File: config.mk
export PLATFORM = sky130hd
export DESIGN_NAME = seq_alu_datapath
export DESIGN_NICKNAME = d
export VERILOG_FILES = /design/src/rtl/seq_alu_pkg.sv /design/src/rtl/seq_alu_regfile.sv /design/src/rtl/seq_alu_datapath.sv
export SDC_FILE = /design/constraint.sdc
export NUM_CORES = 1
export LEC_CHECK = 0
export BUFFER_PORTS_ARGS = -buffer_cell sky130_fd_sc_hd__buf_2
export CORE_UTILIZATION = 35
export CTS_BUF_LIST = sky130_fd_sc_hd__clkbuf_16
export DETAILED_ROUTE_END_ITERATION = 7
export PLACE_DENSITY = 0.61
export SYNTH_ARGS = -nofsm -noshare
export SYNTH_HDL_FRONTEND = slang
export SYNTH_SLANG_ARGS = --single-unit
File: constraint.sdc
create_clock -name clk -period 2.4 [get_ports clk]
set_input_delay 0 -clock clk [delete_from_list [all_inputs] [get_ports clk]]
set_output_delay 0 -clock clk [all_outputs]
set_load 0.02 [all_outputs]
File: src/rtl/seq_alu_pkg.sv
// seq_alu_pkg: shared encodings, FSM states, flag indices and decode helpers
// for the multi-cycle CR16-style ALU datapath.
package seq_alu_pkg;

    localparam logic [3:0] OPC_REG = 4'b0000;
    localparam logic [3:0] EXT_ADD = 4'b0101;
    localparam logic [3:0] EXT_SUB = 4'b1001;
    localparam logic [3:0] EXT_CMP = 4'b1011;
    localparam logic [3:0] EXT_AND = 4'b0001;
    localparam logic [3:0] EXT_OR  = 4'b0010;
    localparam logic [3:0] EXT_XOR = 4'b0011;
    localparam logic [3:0] EXT_MOV = 4'b1101;

    localparam int FLAG_C = 0;
    localparam int FLAG_L = 1;
    localparam int FLAG_F = 2;
    localparam int FLAG_Z = 3;
    localparam int FLAG_N = 4;

    typedef enum logic [1:0] {S_IDLE, S_READ, S_EXEC, S_WB} state_e;

    typedef enum logic [2:0] {OP_ADD, OP_SUB, OP_CMP, OP_AND, OP_OR, OP_XOR, OP_MOV, OP_ILL} op_e;

    // Immediate forms reuse the register-form extension code as their opcode.
    function automatic op_e decode_op(input logic [3:0] opcode, input logic [3:0] opext);
        logic [3:0] code;
        code = (opcode == OPC_REG) ? opext : opcode;
        case (code)
            EXT_ADD: decode_op = OP_ADD;
            EXT_SUB: decode_op = OP_SUB;
            EXT_CMP: decode_op = OP_CMP;
            EXT_AND: decode_op = OP_AND;
            EXT_OR:  decode_op = OP_OR;
            EXT_XOR: decode_op = OP_XOR;
            EXT_MOV: decode_op = OP_MOV;
            default: decode_op = OP_ILL;
        endcase
    endfunction

    function automatic logic sext_imm(input op_e op);
        return op inside {OP_ADD, OP_SUB, OP_CMP, OP_MOV};
    endfunction

endpackage

File: src/rtl/seq_alu_regfile.sv
// seq_alu_regfile: register file with two combinational read ports, a debug
// read port and one synchronous write port.
module seq_alu_regfile #(
    parameter int WIDTH   = 16,
    parameter int REGBITS = 4
) (
    input  logic               clk,
    input  logic               rst_n,
    input  logic [REGBITS-1:0] ra_addr,
    input  logic [REGBITS-1:0] rb_addr,
    input  logic [REGBITS-1:0] dbg_addr,
    output logic [WIDTH-1:0]   ra_data,
    output logic [WIDTH-1:0]   rb_data,
    output logic [WIDTH-1:0]   dbg_data,
    input  logic               we,
    input  logic [REGBITS-1:0] waddr,
    input  logic [WIDTH-1:0]   wdata
);

    logic [WIDTH-1:0] mem_q [2**REGBITS];

    always_ff @(posedge clk or negedge rst_n) begin
        if (!rst_n) begin
            for (int i = 0; i < 2**REGBITS; i++) mem_q[i] <= '0;
        end else if (we) begin
            mem_q[waddr] <= wdata;
        end
    end

    assign ra_data  = mem_q[ra_addr];
    assign rb_data  = mem_q[rb_addr];
    assign dbg_data = mem_q[dbg_addr];

endmodule

File: src/rtl/seq_alu_datapath.sv
// seq_alu_datapath: multi-cycle ALU datapath (IDLE/READ/EXEC/WB) with an
// internal register file and PSR flags {N,Z,F,L,C}.
module seq_alu_datapath
    import seq_alu_pkg::*;
#(
    parameter int WIDTH   = 16,
    parameter int REGBITS = 4,
    parameter int IMMBITS = 8
) (
    input  logic               clk,
    input  logic               rst_n,
    input  logic               in_valid,
    output logic               in_ready,
    input  logic [3:0]         opcode,
    input  logic [3:0]         opext,
    input  logic [REGBITS-1:0] rdest,
    input  logic [REGBITS-1:0] rsrc,
    input  logic [IMMBITS-1:0] imm,
    output logic               done,
    output logic               err,
    output logic               wb_en,
    output logic [REGBITS-1:0] wb_addr,
    output logic [WIDTH-1:0]   wb_data,
    output logic [4:0]         flags,
    input  logic [REGBITS-1:0] dbg_addr,
    output logic [WIDTH-1:0]   dbg_data
);

    state_e             state_q, state_d;
    op_e                op_q;
    logic               imm_form_q;
    logic [REGBITS-1:0] rd_q, rs_q;
    logic [IMMBITS-1:0] imm_q;
    logic [WIDTH-1:0]   a_q, b_q, res_q, res_d, rf_a, rf_b, imm_ext;
    logic [4:0]         flags_q, nflags_q, nflags_d;
    logic [WIDTH:0]     sum, diff;
    logic               accept;

    assign in_ready = (state_q == S_IDLE) || (state_q == S_WB);
    assign accept   = in_valid && in_ready;
    assign done     = state_q == S_WB;
    assign err      = done && (op_q == OP_ILL);
    assign wb_en    = done && !(op_q inside {OP_CMP, OP_ILL});
    assign wb_addr  = wb_en ? rd_q : '0;
    assign wb_data  = wb_en ? res_q : '0;
    assign flags    = flags_q;
    assign imm_ext  = sext_imm(op_q) ? {{(WIDTH-IMMBITS){imm_q[IMMBITS-1]}}, imm_q}
                                     : {{(WIDTH-IMMBITS){1'b0}}, imm_q};

    // An accept in WB chains straight into READ; the write lands on the same
    // edge, so the next READ sees the fresh value without any bypass.
    always_comb begin
        state_d = (state_q == S_IDLE) ? (accept ? S_READ : S_IDLE) :
                  (state_q == S_READ) ? S_EXEC :
                  (state_q == S_EXEC) ? S_WB :
                  (accept ? S_READ : S_IDLE);
    end

    always_comb begin
        sum      = {1'b0, a_q} + {1'b0, b_q};
        diff     = {1'b0, a_q} - {1'b0, b_q};
        res_d    = b_q;
        nflags_d = flags_q;
        case (op_q)
            OP_ADD: begin
                res_d            = sum[WIDTH-1:0];
                nflags_d[FLAG_C] = sum[WIDTH];
                nflags_d[FLAG_F] = (a_q[WIDTH-1] == b_q[WIDTH-1]) && (sum[WIDTH-1] != a_q[WIDTH-1]);
            end
            OP_SUB: begin
                res_d            = diff[WIDTH-1:0];
                nflags_d[FLAG_C] = diff[WIDTH];
                nflags_d[FLAG_F] = (a_q[WIDTH-1] != b_q[WIDTH-1]) && (diff[WIDTH-1] != a_q[WIDTH-1]);
            end
            OP_CMP: begin
                nflags_d[FLAG_Z] = a_q == b_q;
                nflags_d[FLAG_L] = diff[WIDTH];
                nflags_d[FLAG_N] = $signed(a_q) < $signed(b_q);
            end
            OP_AND:  res_d = a_q & b_q;
            OP_OR:   res_d = a_q | b_q;
            OP_XOR:  res_d = a_q ^ b_q;
            default: res_d = b_q;
        endcase
    end

    always_ff @(posedge clk or negedge rst_n) begin
        if (!rst_n) begin
            state_q    <= S_IDLE;
            op_q       <= OP_ADD;
            imm_form_q <= 1'b0;
            rd_q       <= '0;
            rs_q       <= '0;
            imm_q      <= '0;
            a_q        <= '0;
            b_q        <= '0;
            res_q      <= '0;
            nflags_q   <= '0;
            flags_q    <= '0;
        end else begin
            state_q <= state_d;
            if (accept) begin
                op_q       <= decode_op(opcode, opext);
                imm_form_q <= opcode != OPC_REG;
                rd_q       <= rdest;
                rs_q       <= rsrc;
                imm_q      <= imm;
            end
            if (state_q == S_READ) begin
                a_q <= rf_a;
                b_q <= imm_form_q ? imm_ext : rf_b;
            end
            if (state_q == S_EXEC) begin
                res_q    <= res_d;
                nflags_q <= nflags_d;
            end
            if (state_q == S_WB) flags_q <= nflags_q;
        end
    end

    seq_alu_regfile #(.WIDTH(WIDTH), .REGBITS(REGBITS)) u_rf (
        .clk      (clk),
        .rst_n    (rst_n),
        .ra_addr  (rd_q),
        .rb_addr  (rs_q),
        .dbg_addr (dbg_addr),
        .ra_data  (rf_a),
        .rb_data  (rf_b),
        .dbg_data (dbg_data),
        .we       (wb_en),
        .waddr    (rd_q),
        .wdata    (res_q)
    );

endmodule

======== Word level (Yosys, flattened, before mapping) ========
Cells that the tools add are included.
storage, ports and cells
  memory bits (writable) .................. 0
  logic and storage cells ................. 103
  memories ................................ 0
  bits in registers ....................... 336
  bits in latches ......................... 0
  memory bits (read-only) ................. 0
operators by class
  order comparisons ....................... 5
  bitwise logic cells ..................... 6
  $mul .................................... 0
  muxes and demuxes ....................... 27
  add/sub/neg operators ................... 2
  equal/unequal tests ..................... 22
  shift operators ......................... 0
  divide/modulo/power cells ............... 0
  reduce and logical (&&, ||, !) cells .... 14
operator list
  operator                                              count
  bitwise mux 256 bit                                   1
  binary-select mux 16 bit (select 4 bit)               3
  2-to-1 mux 16 bit                                     10
  case mux 16 bit (5 select lines)                      1
  demux 16 bit (select 4 bit)                           1
  case mux 3 bit (7 select lines)                       1
  adder 16 x 16 -> 17 bit                               1
  subtractor 16 x 16 -> 17 bit                          1
  AND 16 bit                                            1
  equality test 16 bit                                  1
  < comparator 16 bit                                   1
  bitwise OR 16 bit                                     1
  bitwise XOR 16 bit                                    1
  >= comparator 5 bit (second input constant)           3
  inverter 4 -> 5 bit                                   3
  equality test 3 bit (second input constant)           4
  equality test 4 bit (second input constant)           3
  equality test 4 x 2 -> 1 bit (second input constant)  2
  2-to-1 mux 2 bit                                      4
  2-to-1 mux 4 bit                                      2
  nonzero test 4 bit                                    2
  equality test 3 x 2 -> 1 bit (second input constant)  2
  logical AND 1 bit                                     6
  < comparator 5 x 1 -> 1 bit (second input constant)   1
  15 further kinds                                      20

======== Logic depth before layout (Yosys ltp) ========
Gate-level depths: netlist (run 1).
  depth after elaboration ................. 7
  mapped depth ............................ 10
  mapped depth without buffers ............ 10

======== Hierarchy ========
From an unflattened synthesis (run 1), not the netlist that was laid out.
unflattened totals
  cell total of the unflattened synthesis .. 1687
  area, all modules ....................... 21340.5 sq um
by module, submodules not included
  module            cells each  area each (sq um)  instances
  seq_alu_regfile   985         15162.0            1
  seq_alu_datapath  702         6178.4             1

======== Least setup slack after synthesis (run 1) ========
OpenSTA, ideal clock, no wires.
  kind .................................... reg2reg
  start ................................... register state_q[0]
  end ..................................... register u_rf.mem_q[198] (netlist name)
  slack ................................... -0.257 ns
  setup time .............................. 0.125 ns
  period minus slack after synthesis ...... 2.657 ns
  data arrival time ....................... 2.532 ns
  cell stages (with the launch flop) ...... 10
  path through ............................ dfrtp_1 -> ha_1 -> clkbuf_1 -> inv_1 -> a31oi_2 -> and2_1 -> nand2_1 -> nor3_2 -> buf_4 -> mux2_2
on the way
  cells in the longest elaborated chain, start to end .. 2
RTL lines
  what                            RTL line                 RTL
  start: declaration              seq_alu_datapath.sv:29   state_e state_q, state_d;
  start signal: assignment        seq_alu_datapath.sv:101  state_q <= state_d;
  equality test 2 bit             seq_alu_datapath.sv:41   assign done = state_q == S_WB;
  via done                        seq_alu_datapath.sv:19   output logic done,
  logical AND 1 bit               seq_alu_datapath.sv:43   assign wb_en = done && !(op_q inside {OP_CMP, OP_ILL});
  end signal: indexed assignment  seq_alu_regfile.sv:26    mem_q[waddr] <= wdata;
  end: declaration                seq_alu_regfile.sv:20    logic [WIDTH-1:0] mem_q [2**REGBITS];
The timed path passes the listed nets, and every way through them passes these cells.
A chain may end at the register's enable or synchronous reset.

======== Final worst setup path (run 1) ========
  start ................................... register b_q[1]
  end ..................................... register res_q[9]
on the way
  cells in the longest elaborated chain, start to end .. 2
RTL lines
  what                                                                            RTL line                                        RTL
  start: declaration                                                              seq_alu_datapath.sv:34                          logic [WIDTH-1:0] a_q, b_q, res_q, res_d, rf_a, rf_b, imm_ext;
  start signal: assignment                                                        seq_alu_datapath.sv:111                         b_q <= imm_form_q ? imm_ext : rf_b;
  subtractor 16 x 16 -> 17 bit / adder 16 x 16 -> 17 bit (equally long branches)  seq_alu_datapath.sv:61, seq_alu_datapath.sv:60
  case mux 16 bit (5 select lines) *                                              seq_alu_datapath.sv:64                          case (op_q)
  end signal: assignment                                                          seq_alu_datapath.sv:114                         res_q <= res_d;
  end: declaration                                                                seq_alu_datapath.sv:34
Mark *: on every way between the ends. The rest lies on a longest branch, timed or not.

==> reports/metrics.yaml, run 1 <==
placement:
  dp_hpwl_mm: 45.5
  io_buffers: 75
  placed_area_mm2: 0.0241
  gp_congestion: 0.889
grt:
  grt-ovfl-total: 0
  grt_usage: 0.219
  grt_start_max_net_pins: 74
  antenna_found_initial: 4
  grt_pass1_wl_mm: 104
  grt_pass1_vias: 16600
sta:
  skew_ns: 0.0355
  fin_crit_sh: 1.04
  tightestPinTransition_ns: 0.777
  rsz0062_at_grt: "yes"
  layout_setup_ws_ns: -0.0997
  drv_slew: 0
  setup_viol: 7
  fmax_mhz: 400
  max-slew-margin-rel: 0.482
  min_period_ns: 2.50
  hold_viol: 0
synth:
  syn_avg_cell_area_um2: 12.9
  async_reset_ff_frac: 1.00
  syn_nets: 1746
  synth-main-ff-cell: "dfrtp_1"
  yosys.cell_types.count: 78
  syn_area_mm2: 0.0214
  yosysWarnings: 0
  ys_ff_latch: 336
  synth_edf_count: 0
  netlist_instances: 1661
  ys_seq_area_frac: 0.394
worst_setup_path:
  worstPathCellList: "inv_2 -> ha_4 -> o21ba_1 -> a2111o_1 -> a211o_1 -> a211oi_2 -> o21a_2 -> o21ai_2 -> a221oi_2"
  start_kind: "flop"
  critical-path-max-stage-delay_ns: 0.43
  crit_path_top_delay_cell: "dfrtp_2"
  crit_start: "b_q[1]$_DFFE_PN0N_"
  crit_required_ns: 2.87
  rr_worst_depth: 9
  crit_end: "res_q[9]$_DFFE_PN0N_"
  rrSetupSlack_ns: -0.1
  cp_data_arrival_time_ns: 2.97
  crit_cells: 9
  end_kind: "flop"
  r2r-end: "res_q[9]$_DFFE_PN0N_"
  crit_fanout: 3
  path_class: "flop to flop"
  crit_buf_inv: 1
  critPathTopFamily: "compound AO/OA/AOI/OAI gates"
  r2r_start: "b_q[1]$_DFFE_PN0N_"
final_layout:
  drive_gt1_frac: 0.460
  finish.utilization: 0.436
  n_fill_cell: 5525
  stdcell_area_mm2: 0.0263
  fin_nets: 1963
  syn2layout_area_growth_pct: 23.2
run_status:
  status: "finished, violations left"
  violations: "negative setup slack"
clock_tree:
  cts.sinks: 336
  clk_pin_slew_ns: 0.06
  clock_path_buffers: 3
  cts_root_buf: "clkbuf_16"
  cts_tree: "built"
  cts_buffers: 40
  h-tree-depth: 2
  clk_latency_ns: 0.58
route:
  ant_nets: 0
  drcViolationCount: 0
  routed_wl_mm: 67.4
  post_drt_wl_per_cell_um: 25.1
  drtIter0Drc: 1341
  vias: 15900
  vias_per_cell: 5.91
  first_pass_iters: 5
floorplanning:
  core_area_mm2: 0.0604
  row_count: 90
  io_pins: 76
  dieWidth_um: 249
  die_h_um: 249
  die-area_mm2: 0.0620
  start_util: 0.354
pwr:
  ir_drop_uv: 600
  power.density_mw_per_mm2: 1400
  report.power.total_mw: 36.8
  cellLeakagePower_nw: 11.3
worst_hold_path:
  min_path_type: "input pin to flop"
run:
  max_cap_violations: 0
-- layout make-up --
cell class,count,area (um^2),area share
inverter,60,226,0.00861
multi-input combinational,1120,12500,0.475
antenna,1,2.50,0.0000951
tap,782,978,0.0372
sequential,336,8420,0.320
clock buffer,40,1000,0.0380
timing repair buffer,320,2840,0.108
clock inverter,29,349,0.0133
-- state kept, by name, summed over array words and instances (netlist names) --
name and count:
u_rf.mem_q 256, a_q 16, b_q 16, res_q 16
imm_q 8, flags 5, nflags_q 5, rd_q 4
rs_q 4, op_q 3, state_q 2, imm_form_q 1
-- cells by family (layout without fill, tap and decap cells) --
| logic type | count (synthesis) | in the layout | share of synthesized area |
|---|---|---|---|
| muxes | 498 | 498 | 0.388 |
| DFF | 336 | 336 | 0.394 |
| and+or+nand+nor | 309 | 309 | 0.0677 |
| AOI/OAI and AO/OA | 248 | 248 | 0.0736 |
| buffers and inverters | 205 | 449 | 0.0406 |
| adders and majority gates | 54 | 54 | 0.0323 |
| xor gates and xnor gates | 11 | 11 | 0.00451 |
| other | 0 | 1 | 0 |
-- worst min-delay path by stage --
stage                                  end     start  slack [ns]  depth (start not counted)
3_5_place_dp   u_rf.mem_q[145]$_DFFE_PN0P_     rst_n       -0.02                          1
4_1_cts                op_q[1]$_DFFE_PN0P_  opext[3]       0.007                          5
2_1_floorplan           a_q[0]$_DFFE_PN0N_     rst_n       -0.30                          0
3_3_place_gp   u_rf.mem_q[145]$_DFFE_PN0P_     rst_n       -0.02                          1
5_1_grt                op_q[1]$_DFFE_PN0P_  opext[3]        0.05                          5
6_report               op_q[1]$_DFFE_PN0P_  opext[3]        0.03                          5
-- report_power, final --
group / total, mW / switching (mW) / internal [mW]
Combinational: 19.4 / 9.35 / 10.1
Sequential: 11.0 / 2.95 / 8.00
Clock: 6.36 / 2.56 / 3.80
-- synth_stat cells, drive strengths merged, types with 11 or more instances --
| cell type | n | area, um^2 |
|---|---|---|
| nor2 | 69 | 269 |
| buf | 59 | 319 |
| nor2b | 17 | 114 |
| mux2 | 245 | 2760 |
| mux2i | 14 | 140 |
| and2 | 20 | 125 |
| dfrtp | 336 | 8410 |
| a211oi | 11 | 92.6 |
| nand2b | 14 | 87.6 |
| o21ai | 90 | 454 |
| ha | 52 | 651 |
| a21oi | 60 | 300 |
| nand3 | 15 | 75.1 |
| clkbuf | 86 | 323 |
| mux4 | 239 | 5380 |
| nand2 | 124 | 465 |
| nor3 | 16 | 85.1 |
| nand4 | 11 | 68.8 |
| inv | 58 | 218 |
-- worst register-to-register path, delay by kind of cell (launching register included) --
family	cells	cell delay, ns
buffers and inverters	1	0.09
AO/OA/AOI/OAI	7	1.71
flip-flops	1	0.43
adder cells (fa/ha/maj)	1	0.19
-- repair_timing --
item | in CTS | in global routing
buffers inserted | 8 | 4
gates resized for setup | 32 | 33
hold endpoints to repair | 356 | 0
pin swaps | 16 | 16
hold buffers | 41 | 0
endpoints found under the setup margin | 12 | 22
-- layout by cell type, fill, tap and decap left out, types with 11 or more instances in the layout --
cell           Yosys  final
a21oi_1           60     55
and2_1            20     18
buf_12             0     39
buf_2             30     73
buf_4              8    164
clkbuf_16          0     40
dfrtp_1          336    329
dlygate4sd3_1      0     40
ha_1              52     39
inv_1             56     55
mux2_1            33     32
mux2_2           212    211
mux2i_1           14     14
mux4_2           239    239
nand2_1          124    122
nand2b_1          14     14
nand3_1           15     14
nand4_1           11     11
nor2_1            65     57
nor2b_1           16     14
nor3_1            15     13
o21ai_0           69     64
o21ai_1           20     24
-- metrics by stage --
stage / hold WS [ns] / setup slack [ns] / instances / setup TNS, ns
after floorplan: -0.296 / 0.00138 / 1661 / 0
after global placement: -0.0212 / -0.249 / 2565 / -1.60
after detailed placement: -0.0157 / -0.338 / 2565 / -2.16
after CTS: 0.00707 / -0.0829 / 2683 / -0.339
after global routing: 0.0503 / -0.203 / 2687 / -1.28
final: 0.0292 / -0.0997 / 2688 / -0.428
-- routing by layer --
layer,share of wire,vias to the layer above,track usage
li1,-,6775,-
met1,0.42,8318,0.296
met2,0.47,644,0.347
met3,0.075,144,0.0468
met4,0.034,0,0.0806
met5,0,-,0
Power figures use the tool's default switching activity.
==> inputs of run 2 (changes only) <==
--- a/config.mk
+++ b/config.mk
@@ -9,7 +9,7 @@
 export CORE_UTILIZATION = 35
 export CTS_BUF_LIST = sky130_fd_sc_hd__clkbuf_16
 export DETAILED_ROUTE_END_ITERATION = 7
-export PLACE_DENSITY = 0.61
+export PLACE_DENSITY = 0.59
 export SYNTH_ARGS = -nofsm -noshare
 export SYNTH_HDL_FRONTEND = slang
 export SYNTH_SLANG_ARGS = --single-unit
==> constraint.sdc (replaced) <==
create_clock -name clk -period 3.1 [get_ports clk]
set_input_delay 0 -clock clk [delete_from_list [all_inputs] [get_ports clk]]
set_output_delay 0 -clock clk [all_outputs]
set_load 0.02 [all_outputs]
==> run 2 against run 1 <==
Effect of this change: the flow now finishes without violations; sequential power shrank 21%; sequential cell count unchanged; design area decreased by 6.4%; critical path type unchanged; largest cell class unchanged; largest power group unchanged.
==> reports/metrics.yaml, run 2 (same netlist as run 1, synthesis figures left out) <==
run_status:
  status: "finished, final reports clean"  # was finished, violations left
floorplanning:
  core_area_mm2: 0.0604  # unchanged
  die_h_um: 249  # unchanged
  die-area_mm2: 0.0620  # unchanged
  dieWidth_um: 249  # unchanged
  row_count: 90  # unchanged
  start_util: 0.354  # unchanged
  io_pins: 76  # unchanged
clock_tree:
  cts_root_buf: "clkbuf_16"  # unchanged
  clock_path_buffers: 3  # unchanged
  clk_pin_slew_ns: 0.06  # about the same
  cts_setup_buffers: 0  # was 8
  cts_tree: "built"  # unchanged
  clk_latency_ns: 0.59  # was 0.58 ns
  h-tree-depth: 2  # unchanged
  cts_buffers: 41  # was 40
  cts.sinks: 336  # unchanged
pwr:
  cellLeakagePower_nw: 10.6  # was 11.3 nW
  pwr-share-comb: 0.493  # was 0.529
  sw_frac_of_total: 0.416  # was 0.404
  p_int_mw: 15.4  # was 21.9 mW
  clkPwrFrac: 0.178  # was 0.173
  power.density_mw_per_mm2: 1070  # was 1400 mW/mm^2
  power_switching_mw: 11.0  # was 14.9 mW
  seqPwrFrac: 0.329  # was 0.298
  ir_drop_uv: 485  # was 600 uV
worst_setup_path:
  start_kind: "flop"  # unchanged
  rrSetupSlack_ns: 0.12  # was -0.1 ns
  cp_data_arrival_time_ns: 3.40  # was 2.97 ns
  r2r-end: "nflags_q[0]$_DFFE_PN0N_"  # was res_q[9]$_DFFE_PN0N_
  r2r_start: "b_q[0]$_DFFE_PN0N_"  # was b_q[1]$_DFFE_PN0N_
  worstPathCellList: "ha_1 -> fa_1 -> a21oi_1 -> o221ai_1 -> a21oi_1 -> o21bai_1 -> a2111oi_0 -> o22ai_1"  # was inv_2 -> ha_4 -> o21ba_1 -> a2111o_1 -> a211o_1 -> a211oi_2 -> o21a_2 -> o21ai_2 -> a221oi_2
  path_class: "flop to flop"  # unchanged
  crit_fanout: 5  # was 3
  crit_path_top_delay_cell: "a2111oi_0"  # was dfrtp_2
  critical-path-max-stage-delay_ns: 0.51  # was 0.43 ns
  rr_worst_depth: 8  # was 9
  crit_required_ns: 3.52  # was 2.87 ns
  end_kind: "flop"  # unchanged
  crit_path_frequent_cell: "a21oi_1"
route:
  ant_nets: 0  # unchanged
  routed_wl_mm: 66.3  # was 67.4 mm
  first_pass_iters: 5  # unchanged
  vias: 15200  # was 15,900
  drtIter0Drc: 1326  # was 1,341
  drcViolationCount: 0  # unchanged
  post_drt_wl_per_cell_um: 25.8  # was 25.1 um
  vias_per_cell: 5.92  # was 5.91
sta:
  drv_slew: 0  # unchanged
  rsz0062_at_grt: "no"  # was yes
  min_period_ns: 2.98  # was 2.50 ns
  setup_viol: 0  # was 7
  skew_ns: 0.0309  # was 0.0355 ns
  holdWs_ns: 0.0467  # was 0.0292 ns
  max-slew-margin-rel: 0.384  # was 0.482
  hold_viol: 0  # unchanged
  fin_crit_sh: 0.961  # was 1.04
  tightestPinTransition_ns: 0.921  # was 0.777 ns
  fmax_mhz: 336  # was 400 MHz
  tns_ns: 0  # was -0.428 ns
final_layout:
  syn2layout_area_growth_pct: 15.2  # was 23.2%
  n_fill_cell: 5561  # was 5,525
  stdcell_area_mm2: 0.0246  # was 0.0263 mm^2
  drive_gt1_frac: 0.394  # was 0.460
  fin_nets: 1838  # was 1,963
  antenna_cells: 0  # was 1
  final_common_cell: "dfrtp_1"  # unchanged
  largest_register: "u_rf.mem_q"  # unchanged
  final_cell_mix: "330 x dfrtp_1, 239 x mux4_2, 212 x mux2_2"  # was 329 x dfrtp_1, 239 x mux4_2, 211 x mux2_2
  largest_reg_flops: 256  # unchanged
placement:
  gp_congestion: 0.907  # was 0.889
  placed_area_mm2: 0.0230  # was 0.0241 mm^2
  dp_hpwl_mm: 44.4  # was 45.5 mm
  io_buffers: 75  # unchanged
run:
  max_cap_violations: 0  # unchanged
grt:
  grt-ovfl-total: 0  # unchanged
  grt_pass1_vias: 15900  # was 16,600
  antenna_found_initial: 2  # was 4
  grt_pass1_wl_mm: 102  # was 104 mm
  grt_usage: 0.217  # was 0.219
  grt_start_max_net_pins: 92  # was 74
worst_hold_path:
  min_path_type: "input pin to async pin"  # was input pin to flop
-- run 2: changes by cell type in the layout (fill, tap and decap cells not counted), sizes merged --
cell         before  now
buf             280  160
clkbuf           40   42
clkinvlp          1    0
diode             1    0
inv              62   66
bufinv            7    3
clkinv           19   21
dlygate4sd3      40   34
-- run 2: layout make-up --
| class | count | area (um^2) | share of cell area |
|---|---|---|---|
| Clock inverter | 30 | 241 | 0.00981 |
| Sequential cell | 336 | 8420 | 0.342 |
| Clock buffer | 42 | 1050 | 0.0427 |
| Timing Repair Buffer | 194 | 1550 | 0.0631 |
| Inverter | 60 | 226 | 0.00920 |
| Tap cell | 782 | 978 | 0.0397 |
| Multi-Input combinational cell | 1120 | 12100 | 0.493 |
-- run 2: how the worst max path moves through the flow --
stage	depth (start not counted)	from	end	slack [ns]
after global routing	10	a_q[0]$_DFFE_PN0N_	res_q[12]$_DFFE_PN0N_	0.002
final	8	b_q[0]$_DFFE_PN0N_	nflags_q[0]$_DFFE_PN0N_	0.12
after CTS	10	opcode[1]	op_q[1]$_DFFE_PN0P_	0.09
after detailed placement	8	b_q[0]$_DFFE_PN0N_	nflags_q[0]$_DFFE_PN0N_	0.15
after floorplan	9	state_q[0]$_DFF_PN0_	u_rf.mem_q[198]$_DFFE_PN0P_	0.44
after global placement	9	b_q[1]$_DFFE_PN0N_	nflags_q[2]$_DFFE_PN0N_	0.26
-- run 2: timing repair --
action	CTS	global route
hold endpoints to repair	107	0
hold buffers	34	0
resized for setup	0	6
endpoints found under the setup margin	0	7
-- run 2: power groups by stage --
stage	combinational (mW)	sequential, mW	clock (mW)
after floorplan	9.72	7.40	0
after global placement	12.7	8.49	0
after detailed placement	12.8	8.68	0
after CTS	13.0	8.62	4.80
after global routing	14.0	9.01	4.98
final	13.0	8.67	4.70
-- run 2: critical path: cells and delay by family, from the launching register on --
kind / cells / cell delay [ns]
DFF: 1 / 0.42
adders and majority gates: 2 / 0.70
AOI/OAI and AO/OA: 6 / 1.69
-- run 2: per-layer routing --
layer	track usage	share of wire
met1	0.293	0.43
met2	0.350	0.48
met3	0.0428	0.063
met4	0.0748	0.029
met5	0	0.00047
-- run 2: per-stage QoR --
| stage | worst slack, ns | cells | util | total power, mW |
|---|---|---|---|---|
| after floorplan | 0.443 | 1661 | - | 17.1 |
| after global placement | 0.262 | 2458 | 0.380 | 21.2 |
| after detailed placement | 0.149 | 2458 | 0.380 | 21.5 |
| after CTS | 0.0921 | 2564 | 0.407 | 26.4 |
| after global routing | 0.00246 | 2564 | 0.408 | 28.0 |
| final | 0.122 | 2564 | 0.408 | 26.4 |
==> inputs of run 3 (changes only) <==
==> constraint.sdc (replaced) <==
create_clock -name clk -period 3.1 [get_ports clk]
set_input_delay 0 -clock clk [delete_from_list [all_inputs] [get_ports clk]]
set_output_delay 0 -clock clk [all_outputs]
set_load 0.01 [all_outputs]
==> run 3 against run 2 <==
Effect of this change: clock skew is 0.011 ns lower; fmax grew 2.6%; design area grew 0.19%; sequential power is 0.5% lower; core utilization up 0.077 points; power shrank 0.14%; wire length shrank 0.71%; critical path depth increased by 2; sequential cell count is the same; largest power group unchanged.
==> reports/metrics.yaml, run 3 (same netlist as run 1, synthesis figures left out) <==
sta:
  max-slew-margin-rel: 0.296  # was 0.384
  fin_crit_sh: 0.937  # was 0.961
  setup_viol: 0  # unchanged
  hold_viol: 0  # unchanged
  fmax_mhz: 344  # was 336 MHz
  tns_ns: 0  # unchanged
  tightestPinTransition_ns: 1.05  # was 0.921 ns
  skew_ns: 0.0199  # was 0.0309 ns
  layout_setup_ws_ns: 0.197  # was 0.122 ns
  min_period_ns: 2.90  # was 2.98 ns
  drv_slew: 0  # unchanged
grt:
  grt_usage: 0.215  # was 0.217
  grtUsageMet1: 0.297  # was 0.293
  antenna_found_initial: 1  # was 2
  use_met3: 0.0432  # was 0.0428
  busiest_layer: "met2"  # unchanged
  grt_pass1_vias: 15500  # was 15,900
  use_met2: 0.336  # was 0.350
  grt_pass1_wl_mm: 101  # was 102 mm
  grt-ovfl-total: 0  # unchanged
  grt_start_max_net_pins: 110  # was 92
worst_setup_path:
  crit_required_ns: 3.56  # was 3.52 ns
  start_kind: "input pin"  # was flop
  end_kind: "flop"  # unchanged
  crit_path_top_delay_cell: "dlygate4sd3_1"  # was a2111oi_0
  critical-path-max-stage-delay_ns: 0.62  # was 0.51 ns
  crit_path_frequent_cell: "dlygate4sd3_1"  # was a21oi_1
  path_class: "input pin to flop"  # was flop to flop
  rrSetupSlack_ns: 0.23  # was 0.12 ns
  crit_fanout: 5  # unchanged
  worstPathCellList: "dlygate4sd3_1 -> buf_2 -> nor4_2 -> a21oi_1 -> dlygate4sd3_1 -> nand2_1 -> dlygate4sd3_1 -> o21ai_0 -> dlygate4sd3_1 -> o21ai_0"  # was ha_1 -> fa_1 -> a21oi_1 -> o221ai_1 -> a21oi_1 -> o21bai_1 -> a2111oi_0 -> o22ai_1
  cp_data_arrival_time_ns: 3.37  # was 3.40 ns
route:
  drtIter0Drc: 1325  # was 1,326
  drcViolationCount: 0  # unchanged
  first_pass_iters: 7  # was 5
  vias_per_cell: 5.93  # was 5.92
  ant_nets: 0  # unchanged
  vias: 15200  # about the same
  routed_wl_mm: 65.8  # was 66.3 mm
  post_drt_wl_per_cell_um: 25.6  # was 25.8 um
placement:
  post-place-ws_ns: 0.232  # was 0.149 ns
  io_buffers: 75  # unchanged
  gp_congestion: 0.879  # was 0.907
  dp_hpwl_mm: 43.8  # was 44.4 mm
  dp_cells: 2462  # was 2,458
floorplanning:
  die_h_um: 249  # unchanged
  die-area_mm2: 0.0620  # unchanged
  dieWidth_um: 249  # unchanged
  start_util: 0.354  # unchanged
  io_pins: 76  # unchanged
  core_area_mm2: 0.0604  # unchanged
  row_count: 90  # unchanged
final_layout:
  final_common_cell: "dfrtp_1"  # unchanged
  fin_nets: 1841  # was 1,838
  largest_register: "u_rf.mem_q"  # unchanged
  largest_reg_flops: 256  # unchanged
  final_cells: 2571  # was 2,564
  drive_gt1_frac: 0.393  # was 0.394
  syn2layout_area_growth_pct: 15.5  # was 15.2%
  final_cell_mix: "331 x dfrtp_1, 239 x mux4_2, 212 x mux2_2"  # was 330 x dfrtp_1, 239 x mux4_2, 212 x mux2_2
pwr:
  pwr-share-comb: 0.489  # was 0.493
  ir_drop_uv: 461  # was 485 uV
  sw_frac_of_total: 0.409  # was 0.416
  power_switching_mw: 10.8  # was 11.0 mW
  seqPwrFrac: 0.327  # was 0.329
  cellLeakagePower_nw: 10.6  # about the same
  p_int_mw: 15.6  # was 15.4 mW
  clkPwrFrac: 0.184  # was 0.178
  power.density_mw_per_mm2: 1070  # about the same
clock_tree:
  cts_setup_buffers: 0  # unchanged
  h-tree-depth: 2  # unchanged
  clock_path_buffers: 3  # unchanged
  cts_buffers: 41  # unchanged
  clk_latency_ns: 0.58  # was 0.59 ns
  clk_pin_slew_ns: 0.06  # about the same
  cts_tree: "built"  # unchanged
  cts.sinks: 336  # unchanged
  cts_root_buf: "clkbuf_16"  # unchanged
worst_hold_path:
  min_path_type: "input pin to flop"  # was input pin to async pin
run_status:
  status: "finished, final reports clean"  # unchanged
run:
  max_cap_violations: 0  # unchanged
## run 3: cell types whose count changed in the layout (fill, tap and decap cells not counted), sizes merged
cell	before	now
clkinv	21	23
diode	0	2
bufinv	3	5
dlygate4sd3	34	33
inv	66	64
buf	160	164
## run 3: worst paths after layout
path / startpoint / end / cells after the start
max: opcode[1] / op_q[1]$_DFFE_PN0P_ / 10
min: in_valid / rs_q[1]$_DFFE_PN0P_ / 5
max reg2reg: b_q[0]$_DFFE_PN0N_ / nflags_q[0]$_DFFE_PN0N_ / 8
min reg2reg: imm_q[3]$_DFFE_PN0P_ / imm_q[3]$_DFFE_PN0P_ / 2
max in group asynchronous: rst_n / u_rf.mem_q[234]$_DFFE_PN0P_ / 3
min in group asynchronous: rst_n / u_rf.mem_q[129]$_DFFE_PN0P_ / 2
## run 3: per-stage QoR
stage | cell area [um^2] | util | power (mW) | hold slack [ns]
after floorplan | 21400 | - | 17.0 | -0.296
after global placement | 23000 | 0.381 | 21.0 | 0.140
after detailed placement | 23000 | 0.381 | 21.3 | 0.144
after CTS | 24700 | 0.408 | 26.4 | 0.0417
after global routing | 24700 | 0.409 | 27.9 | 0.0952
final | 24700 | 0.409 | 26.4 | 0.0594
## run 3: final cells by class
class                           count  area, um^2
Inverter                           60         226
Sequential cell                   336        8420
Clock inverter                     32         288
Multi-Input combinational cell   1120       12100
Antenna cell                        2        5.00
Fill cell                        5672       35700
Clock buffer                       42        1050
Tap cell                          782         978
Timing Repair Buffer              197        1570
## run 3: repair_timing
| item | CTS | global route |
|---|---|---|
| hold endpoints to repair | 123 | 0 |
| hold buffers | 33 | 0 |
| setup endpoints to repair | 0 | 4 |
| gates resized for setup | 0 | 3 |
## run 3: critical path: cells and delay by family
kind                   cells  cell delay, ns
AO/OA/AOI/OAI              3            0.47
buffers and inverters      5            2.41
AND/OR/NAND/NOR            2            0.49
## run 3: layer usage
metal | up-vias | wire (um)
met1 | 8002 | 27900
met5 | - | 0
met3 | 123 | 5060
met2 | 597 | 30800
met4 | 0 | 2060
li1 | 6523 | -
## run 3: power groups by stage
stage / logic, mW / clock network, mW / registers (mW)
detailed placement: 12.7 / 0 / 8.62
floorplan: 9.57 / 0 / 7.38
global placement: 12.6 / 0 / 8.44
CTS: 12.8 / 4.96 / 8.56
finish: 12.9 / 4.85 / 8.63
global route: 13.8 / 5.13 / 8.94
